File: src/rtl/sha256_pkg.sv
// Shared constants and state encoding for the SHA-256 digest read-out path.
package sha256_pkg;

  localparam int DIGEST_W = 256;
  localparam int WORD_W   = 64;
  localparam int NWORDS   = DIGEST_W / WORD_W;
  localparam int CNT_W    = $clog2(NWORDS);

  typedef enum logic {
    IDLE = 1'b0,
    SEND = 1'b1
  } reader_state_t;

endpackage

File: src/rtl/sha256_digest_reader.sv
// Captures the final SHA-256 digest and streams it out MSW-first as 64-bit
// words over a valid/ready handshake.
module sha256_digest_reader
  import sha256_pkg::*;
(
  input  logic                CLK,
  input  logic                RST,
  input  logic                digest_valid_i,
  input  logic [DIGEST_W-1:0] digest_i,
  output logic                accept_o,
  output logic [WORD_W-1:0]   data_o,
  output logic                valid_o,
  input  logic                ready_i,
  output logic                last_o,
  output logic [CNT_W-1:0]    word_idx_o,
  output logic                done_o,
  output logic                overrun_o
);

  localparam logic [CNT_W-1:0] LAST_IDX = CNT_W'(NWORDS - 1);

  reader_state_t       state_r, state_s;
  logic [DIGEST_W-1:0] shreg_r, shreg_s;
  logic [CNT_W-1:0]    cnt_r, cnt_s;
  logic                done_r, done_s;
  logic                overrun_r, overrun_s;

  // Next-state, shift and pulse generation for the read-out FSM
  always_comb begin
    state_s   = state_r;
    shreg_s   = shreg_r;
    cnt_s     = cnt_r;
    done_s    = 1'b0;
    overrun_s = 1'b0;
    case (state_r)
      IDLE: begin
        if (digest_valid_i) begin
          shreg_s = digest_i;
          cnt_s   = {CNT_W{1'b0}};
          state_s = SEND;
        end else begin
          state_s = IDLE;
        end
      end
      SEND: begin
        // A digest arriving mid-stream is dropped and only flagged
        if (digest_valid_i) begin
          overrun_s = 1'b1;
        end else begin
          overrun_s = 1'b0;
        end
        if (ready_i) begin
          shreg_s = {shreg_r[DIGEST_W-WORD_W-1:0], {WORD_W{1'b0}}};
          if (cnt_r == LAST_IDX) begin
            state_s = IDLE;
            cnt_s   = {CNT_W{1'b0}};
            done_s  = 1'b1;
          end else begin
            cnt_s   = cnt_r + {{(CNT_W-1){1'b0}}, 1'b1};
          end
        end else begin
          state_s = SEND;
        end
      end
      default: begin
        state_s = IDLE;
        shreg_s = {DIGEST_W{1'b0}};
        cnt_s   = {CNT_W{1'b0}};
      end
    endcase
  end

  // State, shift register, counter and pulse registers with synchronous reset
  always_ff @(posedge CLK) begin
    if (!RST) begin
      state_r   <= IDLE;
      shreg_r   <= {DIGEST_W{1'b0}};
      cnt_r     <= {CNT_W{1'b0}};
      done_r    <= 1'b0;
      overrun_r <= 1'b0;
    end else begin
      state_r   <= state_s;
      shreg_r   <= shreg_s;
      cnt_r     <= cnt_s;
      done_r    <= done_s;
      overrun_r <= overrun_s;
    end
  end

  // The shift register is all-zero whenever idle, so data_o needs no gating
  assign valid_o    = (state_r == SEND);
  assign accept_o   = RST & (state_r == IDLE);
  assign data_o     = shreg_r[DIGEST_W-1 -: WORD_W];
  assign word_idx_o = cnt_r;
  assign last_o     = valid_o & (cnt_r == LAST_IDX);
  assign done_o     = done_r;
  assign overrun_o  = overrun_r;

endmodule
File: config.mk
export PLATFORM = sky130hd
export DESIGN_NAME = sha256_digest_reader
export DESIGN_NICKNAME = d
export VERILOG_FILES = /design/src/rtl/sha256_pkg.sv /design/src/rtl/sha256_digest_reader.sv
export SDC_FILE = /design/constraint.sdc
export NUM_CORES = 1
export LEC_CHECK = 0
export BUFFER_PORTS_ARGS = -buffer_cell sky130_fd_sc_hd__buf_2
export CORE_MARGIN = 10
export CORE_UTILIZATION = 45
export DETAILED_ROUTE_END_ITERATION = 8
export HOLD_SLACK_MARGIN = 0.05
export PLACE_DENSITY_LB_ADDON = 0.15
export SETUP_SLACK_MARGIN = 0.02
export SYNTH_ARGS = -nofsm -noshare
export SYNTH_HDL_FRONTEND = slang
export SYNTH_SLANG_ARGS = --single-unit
File: constraint.sdc
create_clock -name CLK -period 4.8 [get_ports CLK]
set_clock_uncertainty 0.1 [all_clocks]
set_input_delay 0.96 -clock CLK [delete_from_list [all_inputs] [get_ports CLK]]
set_output_delay 0.96 -clock CLK [all_outputs]
set_load 0.1 [all_outputs]
==> impl_metrics.toml <==
[status]
outcome = "complete, no violations"

[yosys]
syn_avg_cell_area_um2 = 10.9
synth_seq_area_share_pct = 43.1
syn-cell-area_um2 = 12100
synthCells = 1114
synth.distinct_cells = 25
ys_ff_latch = 261
yosys_warnings = 0
synth_fp_nets = 1375

[sta]
fin_crit_sh_pct = 68.2
hold_viol_final = 0
rsz0062_at_grt = "no"
min_period_ns = 3.27
setup_viol = 0
tightest_slew_ns = 1.17
fin_ws_ns = 1.53
totalNegativeSetupSlack_ns = 0
clock.fmax_ghz = 0.305
slew_headroom_pct = 21.9
holdWs_ns = 0.370
drv_slew = 0

[global_routing]
grt_pass1_wl_mm = 49.3
grt_pass1_vias = 8905
grt_usage_pct = 17.9
grt_max_degree = 150
antenna_found_initial = 15
grt_remaining_overflow = 0

[clock_tree]
post_cts_buffers = 0
cts_tree = "built"
hold_buffers = 0
worstSkewPairLatency_ns = 0.54
cts_max_path_buffers = 3
cts_resized = 0
cts.htree.levels = 1
clkTransAtPathRegs_ns = 0.06
cts_sinks = 261
cts_root_buffer = "clkbuf_16"
cts_buffers = 30

[power]
finalPower_mw = 5.91
p_sw_share_pct = 31.4
p_per_area_nw_per_um2 = 416
ir_worst_vdd_mv = 0.258
seqPwrFrac_pct = 41.5
leakage_nw = 6.00
pwr-share-clk_pct = 37.1
p_comb_share_pct = 21.4
p_int_mw = 4.06
p_switching_mw = 1.85

[detailed_routing]
viasPerCell = 5.10
num_vias = 8619
firstDrtPassIters = 4
drtAntennaViolNets = 0
drc = 0
drt_iter0_drc = 521
wl_mm = 32.1
wire_per_inst_um = 19.0

[floorplanning]
dieArea_um2 = 33900
io_pins = 331
die_h_um = 184
start_util_pct = 45.4
dieWidth_um = 184
fp.coreArea_um2 = 26700
num_rows = 60

[cells_and_area]
instances_no_fill = 1690
register_area_um2 = 5230
nFillCells = 2470
multiInputGateArea_um2 = 5830
nets = 1579
areaGrowthSynthToFinish_pct = 17.4
final_util_pct = 53.2
final_cell_mix = "buf_2 (330), dfxtp_1 (260), nor2_1 (223), mux2i_1 (192), a211oi_2 (190)"
drive_above_1_share_pct = 43.5
final_common_cell = "buf_2"
finalInstanceArea_um2 = 14200

[min_path]
worstHoldStart = "shreg_r[38]"
min_path_type = "flip-flop to flip-flop"

[placement]
place_inst = 1627
dp_slack_ns = 1.64
place_hpwl_mm = 21.9
placed_cell_area_um2 = 13200
io_buffers = 330
gp_congestion = 0.766

[flow_run]
maxCapViolCount = 0

[worst_setup_path]
start_kind = "flip-flop"
path_class = "flip-flop to output pin"
worstPathRequired_ns = 3.74
worstPathMaxFanout = 33
setup.worst_path.start = "valid_o"
end_kind = "output pin"
arrival_ns = 2.21
rr_startpoint = "valid_o"
==> cells in the mapped netlist <==
cell,number,area (um^2)
a211oi_1,3,22.5
inv_2,1,3.75
nor2_4,1,11.3
mux2_4,1,15.0
buf_4,69,518
a22oi_1,28,210
clkbuf_1,29,109
nor2b_1,1,6.26
dfxtp_1,261,5230
nand2_1,1,3.75
a31oi_1,1,6.26
buf_6,23,259
a21oi_1,1,5.00
a211oi_2,190,2380
mux2i_1,193,1930
buf_2,40,200
and3_1,1,6.26
and2_1,1,6.26
nor2_1,224,841
o21ai_0,1,5.00
a22o_1,36,315
buf_1,5,18.8
ha_1,1,12.5
a32oi_1,1,8.76
nand3_1,1,5.00
==> layer usage <==
| metal | global-route usage, % | vias up | routed length, um | share of wire [%] |
|---|---|---|---|---|
| met2 | 28.6 | 212 | 14800 | 46 |
| met5 | 0 | - | 48 | 0.15 |
| met3 | 5.81 | 59 | 2270 | 7.1 |
| met1 | 22.5 | 3953 | 14100 | 44 |
| li1 | - | 4385 | - | - |
| met4 | 5.67 | 10 | 831 | 2.6 |
==> flip-flops by register name, indices dropped and copies added, names as in the netlist <==
signal / cells
shreg_r: 256
word_idx_o: 2
done_o: 1
overrun_o: 1
valid_o: 1
==> final timing paths <==
path,end,cells past startpoint,slack [ns]
worst max-delay path,accept_o,3,1.53
worst min-delay path,shreg_r[38],1,0.37
worst min register to register,shreg_r[38],1,0.37
worst max register to register,shreg_r[42],3,1.99
==> power groups by stage <==
stage	clock network (mW)	registers, mW	logic (mW)
detailed placement	0	2.50	1.27
CTS	2.26	2.46	1.28
global route	2.34	2.48	1.36
finish	2.20	2.45	1.26
global placement	0	2.50	1.26
floorplan	0	2.48	1.11
==> critical path, cell delays in order (launching register included) <==
cell	delay, ns
dfxtp_4	0.66
buf_4	0.57
nor2_1	0.09
buf_2	0.33
==> cells by family (layout without fill, tap and decap cells) <==
| group | count (synthesis) | after routing | share of synthesized area, % |
|---|---|---|---|
| AOI/OAI and AO/OA | 261 | 261 | 24.3 |
| and+or+nand+nor | 230 | 230 | 7.26 |
| adders and majority gates | 1 | 1 | 0.103 |
| buffers and inverters | 167 | 391 | 9.14 |
| DFF | 261 | 261 | 43.1 |
| other | 0 | 11 | 0 |
| muxes | 194 | 194 | 16.1 |
==> final cells by class <==
| cell class | instances | share of cell area [%] |
|---|---|---|
| diodes | 11 | 0.193 |
| inverters | 1 | 0.0791 |
| multi-input cells | 686 | 41.0 |
| clock inverters | 7 | 0.290 |
| repair buffers | 338 | 12.3 |
| flip-flops and latches | 261 | 36.7 |
| clock buffers | 45 | 6.45 |
| well taps | 341 | 3.00 |
Power figures use the tool's default switching activity.
